**src/rtl/fp.sv**
```systemverilog
// Floating-point parameter word type shared by the dendrite array.
// fpType: one analog-parameter word as carried on the config chain.
package fp;

    typedef logic [7:0] fpType;

endpackage

```
**src/rtl/row_cfg_pkg.sv**
```systemverilog
// Row configuration chain layout and spike row-field helpers.
// Offsets are relative to NUM_PARAMS in the shadow chain.
package row_cfg_pkg;

    // Row address sits just above the parameter words, mask above that.
    localparam int ROW_ADDR_OFS = 0;
    localparam int MASK_OFS     = 1;

    // Extract the top row_w bits of an addr_w-wide spike address.
    function automatic logic [63:0] spike_row(
        input logic [63:0] addr,
        input int          addr_w,
        input int          row_w
    );
        logic [63:0] w_mask;
        w_mask = (64'd1 << row_w) - 64'd1;
        return (addr >> (addr_w - row_w)) & w_mask;
    endfunction

endpackage

```
**src/rtl/row_spike_if.sv**
```systemverilog
// Spike input/output bundle for one dendrite row.
// master drives spike_in_*, slave (the row) drives spike_out_*.
interface row_spike_if #(
    parameter int ADDR_W = 16
);

    logic              spike_in_valid;
    logic [ADDR_W-1:0] spike_in_address;
    logic              spike_in_on_off;
    logic              spike_out_valid;
    logic [ADDR_W-1:0] spike_out_address;
    logic              spike_out_on_off;

    modport master (
        output spike_in_valid,
        output spike_in_address,
        output spike_in_on_off,
        input  spike_out_valid,
        input  spike_out_address,
        input  spike_out_on_off
    );

    modport slave (
        input  spike_in_valid,
        input  spike_in_address,
        input  spike_in_on_off,
        output spike_out_valid,
        output spike_out_address,
        output spike_out_on_off
    );

endinterface

```
**src/rtl/row_spike_matcher.sv**
```systemverilog
// Row spike address matcher, registered spike forward and hit counter.
// Ports: clk/reset, configured/row_addr/mask from latch, spk bus, count.
module row_spike_matcher
    import row_cfg_pkg::*;
#(
    parameter int ADDR_W     = 16,
    parameter int ROW_ADDR_W = 8,
    parameter int CNT_W      = 16
) (
    input  logic                  clk,
    input  logic                  reset,
    input  logic                  i_configured,
    input  logic [ROW_ADDR_W-1:0] i_row_addr,
    input  logic [ROW_ADDR_W-1:0] i_mask,
    input  logic                  count_clear,
    row_spike_if.slave            spk,
    output logic [CNT_W-1:0]      spike_count
);

    logic [ROW_ADDR_W-1:0] w_row;
    logic                  w_hit;
    logic                  r_valid;
    logic [ADDR_W-1:0]     r_addr;
    logic                  r_on_off;
    logic [CNT_W-1:0]      r_cnt;

    assign w_row = ROW_ADDR_W'(spike_row(64'(spk.spike_in_address),
                                         ADDR_W, ROW_ADDR_W));

    // Cleared mask bits are don't-care, letting one spike hit many rows.
    assign w_hit = i_configured & spk.spike_in_valid &
                   (((w_row ^ i_row_addr) & i_mask) == '0);

    always_ff @(posedge clk or posedge reset) begin
        if (reset) begin
            r_valid  <= 1'b0;
            r_addr   <= '0;
            r_on_off <= 1'b0;
        end else begin
            r_valid  <= w_hit;
            r_addr   <= spk.spike_in_address;
            r_on_off <= spk.spike_in_on_off;
        end
    end

    always_ff @(posedge clk or posedge reset) begin
        if (reset) begin
            r_cnt <= '0;
        end else if (count_clear) begin
            r_cnt <= '0;
        end else if (w_hit && (r_cnt != '1)) begin
            r_cnt <= r_cnt + CNT_W'(1);
        end
    end

    assign spk.spike_out_valid   = r_valid;
    assign spk.spike_out_address = r_addr;
    assign spk.spike_out_on_off  = r_on_off;
    assign spike_count           = r_cnt;

endmodule

```
**src/rtl/row_param_chain_filter.sv**
```systemverilog
// Per-row parameter holder: shadow config chain, active latch, spike gate.
// Ports: clk/reset, cfg chain in/out, cfg_latch, params_out, spk bus, count.
module row_param_chain_filter
    import row_cfg_pkg::*;
#(
    parameter int NUM_PARAMS = 2,
    parameter int DATA_W     = $bits(fp::fpType),
    parameter int ADDR_W     = 16,
    parameter int ROW_ADDR_W = 8,
    parameter int CNT_W      = 16
) (
    input  logic                             clk,
    input  logic                             reset,
    input  logic                             cfg_shift_en,
    input  logic [DATA_W-1:0]                cfg_data_in,
    output logic [DATA_W-1:0]                cfg_data_out,
    input  logic                             cfg_latch,
    output logic [NUM_PARAMS-1:0][DATA_W-1:0] params_out,
    output logic                             configured,
    row_spike_if.slave                       spk,
    input  logic                             count_clear,
    output logic [CNT_W-1:0]                 spike_count
);

    localparam int K            = NUM_PARAMS + 2;
    localparam int ROW_ADDR_IDX = NUM_PARAMS + ROW_ADDR_OFS;
    localparam int MASK_IDX     = NUM_PARAMS + MASK_OFS;

    logic [K-1:0][DATA_W-1:0]          r_shadow;
    logic [NUM_PARAMS-1:0][DATA_W-1:0] r_params;
    logic [ROW_ADDR_W-1:0]             r_row_addr;
    logic [ROW_ADDR_W-1:0]             r_mask;
    logic                              r_configured;

    always_ff @(posedge clk or posedge reset) begin
        if (reset) begin
            r_shadow <= '0;
        end else if (cfg_shift_en) begin
            r_shadow <= {r_shadow[K-2:0], cfg_data_in};
        end
    end

    // Latch samples the pre-shift shadow, so a same-cycle shift is safe.
    always_ff @(posedge clk or posedge reset) begin
        if (reset) begin
            r_params     <= '0;
            r_row_addr   <= '0;
            r_mask       <= '1;
            r_configured <= 1'b0;
        end else if (cfg_latch) begin
            r_params     <= r_shadow[NUM_PARAMS-1:0];
            r_row_addr   <= r_shadow[ROW_ADDR_IDX][ROW_ADDR_W-1:0];
            r_mask       <= r_shadow[MASK_IDX][ROW_ADDR_W-1:0];
            r_configured <= 1'b1;
        end
    end

    assign cfg_data_out = r_shadow[K-1];
    assign params_out   = r_params;
    assign configured   = r_configured;

    row_spike_matcher #(
        .ADDR_W     (ADDR_W),
        .ROW_ADDR_W (ROW_ADDR_W),
        .CNT_W      (CNT_W)
    ) u_match (
        .clk          (clk),
        .reset        (reset),
        .i_configured (r_configured),
        .i_row_addr   (r_row_addr),
        .i_mask       (r_mask),
        .count_clear  (count_clear),
        .spk          (spk),
        .spike_count  (spike_count)
    );

endmodule

```
**src/flat_wrapper.sv**
```systemverilog
// flat-port wrapper written by rule: the top's interface ports become plain ports
module row_param_chain_filter_flat import row_cfg_pkg::*;
#(
    parameter int NUM_PARAMS = 2,
    parameter int DATA_W     = $bits(fp::fpType),
    parameter int ADDR_W     = 16,
    parameter int ROW_ADDR_W = 8,
    parameter int CNT_W      = 16
)
  (clk, reset, cfg_shift_en, cfg_data_in, cfg_data_out, cfg_latch, params_out, configured, count_clear, spike_count, spk_spike_in_valid, spk_spike_in_address, spk_spike_in_on_off, spk_spike_out_valid, spk_spike_out_address, spk_spike_out_on_off);
  row_spike_if #(.ADDR_W(ADDR_W)) spk_i ();
  input  logic clk;
  input  logic reset;
  input  logic cfg_shift_en;
  input  logic [DATA_W-1:0] cfg_data_in;
  output logic [DATA_W-1:0] cfg_data_out;
  input  logic cfg_latch;
  output logic [NUM_PARAMS-1:0][DATA_W-1:0] params_out;
  output logic configured;
  input  logic count_clear;
  output logic [CNT_W-1:0] spike_count;
  input wire logic [$bits(spk_i.spike_in_valid)-1:0] spk_spike_in_valid;
  input wire logic [$bits(spk_i.spike_in_address)-1:0] spk_spike_in_address;
  input wire logic [$bits(spk_i.spike_in_on_off)-1:0] spk_spike_in_on_off;
  output wire logic [$bits(spk_i.spike_out_valid)-1:0] spk_spike_out_valid;
  output wire logic [$bits(spk_i.spike_out_address)-1:0] spk_spike_out_address;
  output wire logic [$bits(spk_i.spike_out_on_off)-1:0] spk_spike_out_on_off;
  assign spk_i.spike_in_valid = spk_spike_in_valid;
  assign spk_i.spike_in_address = spk_spike_in_address;
  assign spk_i.spike_in_on_off = spk_spike_in_on_off;
  assign spk_spike_out_valid = spk_i.spike_out_valid;
  assign spk_spike_out_address = spk_i.spike_out_address;
  assign spk_spike_out_on_off = spk_i.spike_out_on_off;
  row_param_chain_filter #(.NUM_PARAMS(NUM_PARAMS), .DATA_W(DATA_W), .ADDR_W(ADDR_W), .ROW_ADDR_W(ROW_ADDR_W), .CNT_W(CNT_W)) u_core (.clk(clk), .reset(reset), .cfg_shift_en(cfg_shift_en), .cfg_data_in(cfg_data_in), .cfg_data_out(cfg_data_out), .cfg_latch(cfg_latch), .params_out(params_out), .configured(configured), .spk(spk_i), .count_clear(count_clear), .spike_count(spike_count));
endmodule
```
**config.mk**
```make
export PLATFORM = sky130hd
export DESIGN_NAME = row_param_chain_filter_flat
export DESIGN_NICKNAME = d
export VERILOG_FILES = /design/src/rtl/fp.sv /design/src/rtl/row_cfg_pkg.sv /design/src/rtl/row_spike_if.sv /design/src/rtl/row_spike_matcher.sv /design/src/rtl/row_param_chain_filter.sv /design/src/flat_wrapper.sv
export SDC_FILE = /design/constraint.sdc
export NUM_CORES = 1
export LEC_CHECK = 0
export CORE_ASPECT_RATIO = 2
export CORE_UTILIZATION = 54
export CTS_CLUSTER_SIZE = 14
export DETAILED_ROUTE_END_ITERATION = 16
export GPL_ROUTABILITY_DRIVEN = 0
export PLACE_DENSITY = 0.86
export SYNTH_ARGS = -nofsm -noshare
export SYNTH_HDL_FRONTEND = slang
export SYNTH_SLANG_ARGS = --single-unit
```
**constraint.sdc**
```tcl
create_clock -name clk -period 5.9 [get_ports clk]
set_clock_uncertainty 0.15 [all_clocks]
set_input_delay 0.885 -clock clk [delete_from_list [all_inputs] [get_ports clk]]
set_output_delay 0.885 -clock clk [all_outputs]
set_load 0.01 [all_outputs]
```
==> flow_summary_export.csv <==
group,metric,value,unit
pwr,peakVddDrop,238,uV
placed_design,place_ws,2.23,ns
route,drtIter0Drc,287,
global_route,grt_pass1_vias,2665,
finish,seq_area,2490,um2
clock_tree,clk_pin_slew,0.06,ns
global_route,grtUsageTotal,0.217,
timing,slew_violations,0,
die,std_cell_rows,43,
timing,setup_violations,0,
synth,synth_simple_gate_area_frac,0.0869,
synth,synth_area_leaders,"dfrtp_1 (58%), mux2_2 (11%), mux2_1 (6.8%), dfstp_2 (5.3%), xor2_1 (1.8%)",
timing,relSlewSlack,0.345,
timing,setup_ws,2.55,ns
critical_path,cp-start-kind,"input pin",
clock_tree,htree_levels,3,
placed_design,hpwlAfterDp,5160,um
timing,finalCritPeriodShare,0.568,
synth,async_reset_ff_frac,1.00,
critical_path,setup.worst_path.end_class,"flip-flop",
timing,rsz0062_at_grt,"no",
finish,final_cell_area,5190,um2
timing,worstMarginPinSlew,0.980,ns
synth,synth.avg_cell_area,13.8,um2
finish,nets,398,
route,ant_nets,0,
critical_path,cp_top_family,"simple AND/OR/NAND/NOR gates",
clock_tree,clkSinkCount,99,
route,viasPerCell,5.70,
timing,finalHoldViolations,0,
finish,fillerInstances,478,
timing,whs,0.355,ns
run,drv_cap,0,
die,die_width,62.6,um
finish,multi_input_comb_area,1340,um2
hold_path,hp-class,"flip-flop to flip-flop",
global_route,grt_pass1_wl,12700,um
placed_design,placedCellCount,445,
synth,synth_nets,318,
clock_tree,cts_buffers,9,
die,die_h,123,um
die,io_pins,90,
synth,ys_ff_latch,99,
route,wire_per_inst,16.4,um
finish,stdcell_count,461,
synth,synth_top_family_by_area,"multiplexers",
clock_tree,root_buffer,"clkbuf_16",
placed_design,placed_area,4870,um2
critical_path,worstPathArrival,3.45,ns
clock_tree,cts_tree,"yes",
synth,syn_inst,286,
clock_tree,post-cts-setup-buffers,0,
synth,yosysTopAreaCellShare,0.575,
clock_tree,clock_latency,0.34,ns
outcome,status,"finished clean",
synth,yosysWarnings,0,
critical_path,cp.required,6.00,ns
critical_path,cp_max_fo,30,
clock_tree,cts_resized,0,
synth,synth_compound_area_frac,0.0493,
finish,num_antenna_cells,0,
route,routed_wl,7580,um
placed_design,portBuffers,89,
route,drc,0,
critical_path,slowest_stage,"or4_1",
critical_path,critPathKind,"input pin to flip-flop",
synth,post_synth_mux_area_share,0.182,
pwr,cellLeakagePower,2.13,nW
synth,synth_edf_count,0,
synth,synth_ff_type,"dfrtp_1",
global_route,grt-ovfl-total,0,
synth,synth-xor-area-share,0.0177,
pwr,p_per_area,342,nW/um2
synth,synthesis.area,3960,um2
synth,ys_seq_area_frac,0.628,
clock_tree,postCtsHoldBufs,0,
clock_tree,clk_path_buf_depth,2,
finish,syn_to_final_growth,31.2,%
global_route,grt_start_max_net_pins,52,
global_route,antenna_found_initial,0,
timing,setup-tns-final,0,ns
synth,yosys.area_share.adder,0.00316,
critical_path,critPathMaxStageDelay,0.77,ns
route,dr.pass1.iters,4,
die,die-area,7700,um2
die,start_util,0.566,
die,core_area,6990,um2
route,vias,2629,
synth,yosysUniqueCellTypes,33,
critical_path,critPathBufInv,1,
finish,drive_above_1_share,0.186,
timing,finalCriticalPeriod,3.35,ns
critical_path,crit_chain,"clkdlybuf4s50_1 > xor2_1 > a22oi_1 > nand3_1 > or4_1 > a21oi_1",
synth,yosys.area.top_type,"dfrtp_1",
timing,clock.fmax,0.298,GHz
[metrics by stage]
stage | total power, mW | util
2_1_floorplan | 1.03 | -
3_3_place_gp | 1.15 | 0.697
3_5_place_dp | 1.17 | 0.697
4_1_cts | 1.79 | 0.743
5_1_grt | 1.85 | 0.743
6_report | 1.78 | 0.743
[area by class of cell]
class / count / share of cell area
inverter: 2 / 0.00193
multi-input combinational: 161 / 0.258
tap: 90 / 0.0217
clock inverter: 5 / 0.0149
sequential: 99 / 0.479
timing repair buffer: 93 / 0.177
clock buffer: 11 / 0.0467
[synth_stat cells (all sizes together) (3+ instances only)]
cell type	count
dfstp	8
a21oi	12
or4	9
xor2	8
o21ai	6
and4	6
nand3	7
mux2	64
nand2	9
o31ai	7
dfrtp	91
clkbuf	10
nand4	8
nor3	4
or3	3
and3	4
buf	14
[power breakdown]
group	total (mW)	switching, mW	internal (mW)	leakage (nW)
Sequential	0.848	0.0623	0.786	1.19
Combinational	0.310	0.140	0.170	0.793
Clock	0.619	0.237	0.381	0.156
Total	1.78	0.440	1.34	2.13
[state kept, by name (all words and copies together), names as in the netlist]
signal,flops
u_core.r_shadow,24
u_core.params_out,16
u_core.u_match.spike_count,16
u_core.u_match.spk.spike_out_address,16
u_core.cfg_data_out,8
u_core.r_mask,8
u_core.r_row_addr,8
u_core.configured,1
u_core.u_match.spk.spike_out_on_off,1
u_core.u_match.spk.spike_out_valid,1
[layer usage]
layer / vias to the layer above / wire length [um] / global-route usage
li1: 1194 / - / -
met1: 1327 / 2990 / 0.245
met2: 85 / 4060 / 0.376
met3: 23 / 246 / 0.0406
met4: 0 / 280 / 0.137
met5: - / 0 / 0
[worst paths after layout]
kind,startpoint,end,slack (ns),depth (start not counted)
max,spk_spike_in_address[12],u_core.u_match.spike_count[3]$_DFFE_PP0P_,2.55,6
min,u_core.params_out[3]$_DFFE_PP0P_,u_core.params_out[3]$_DFFE_PP0P_,0.35,1
max reg2reg,u_core.r_row_addr[4]$_DFFE_PP0P_,u_core.u_match.spike_count[3]$_DFFE_PP0P_,3.14,5
min reg2reg,u_core.params_out[3]$_DFFE_PP0P_,u_core.params_out[3]$_DFFE_PP0P_,0.35,1
max in group asynchronous,reset,u_core.configured$_DFFE_PP0P_,3.72,3
min in group asynchronous,reset,u_core.r_shadow[20]$_DFFE_PP0P_,0.81,2
[cells in the final DEF (no fill, tap or decap), types with 4 or more instances in the layout]
cell             count
buf_4                4
nand4_1              8
mux2_2              40
mux2_1              24
nand2_1              9
o31ai_1              7
o21ai_1              6
nand3_1              7
a21oi_1             12
clkdlybuf4s50_1     89
dfstp_2              8
and3_1               4
clkbuf_16            9
or4_1                9
and4_1               6
xor2_1               8
nor3_1               4
dfrtp_1             91
[cell families (layout without fill, tap and decap cells)]
| kind of cell | Yosys count | in the layout |
|---|---|---|
| buffers and inverters | 26 | 111 |
| and+or+nand+nor | 57 | 57 |
| DFF | 99 | 99 |
| AOI/OAI and AO/OA | 31 | 31 |
| xor gates and xnor gates | 8 | 8 |
| muxes | 64 | 64 |
| adders and majority gates | 1 | 1 |
No activity file was read; power rests on OpenSTA's default activity.
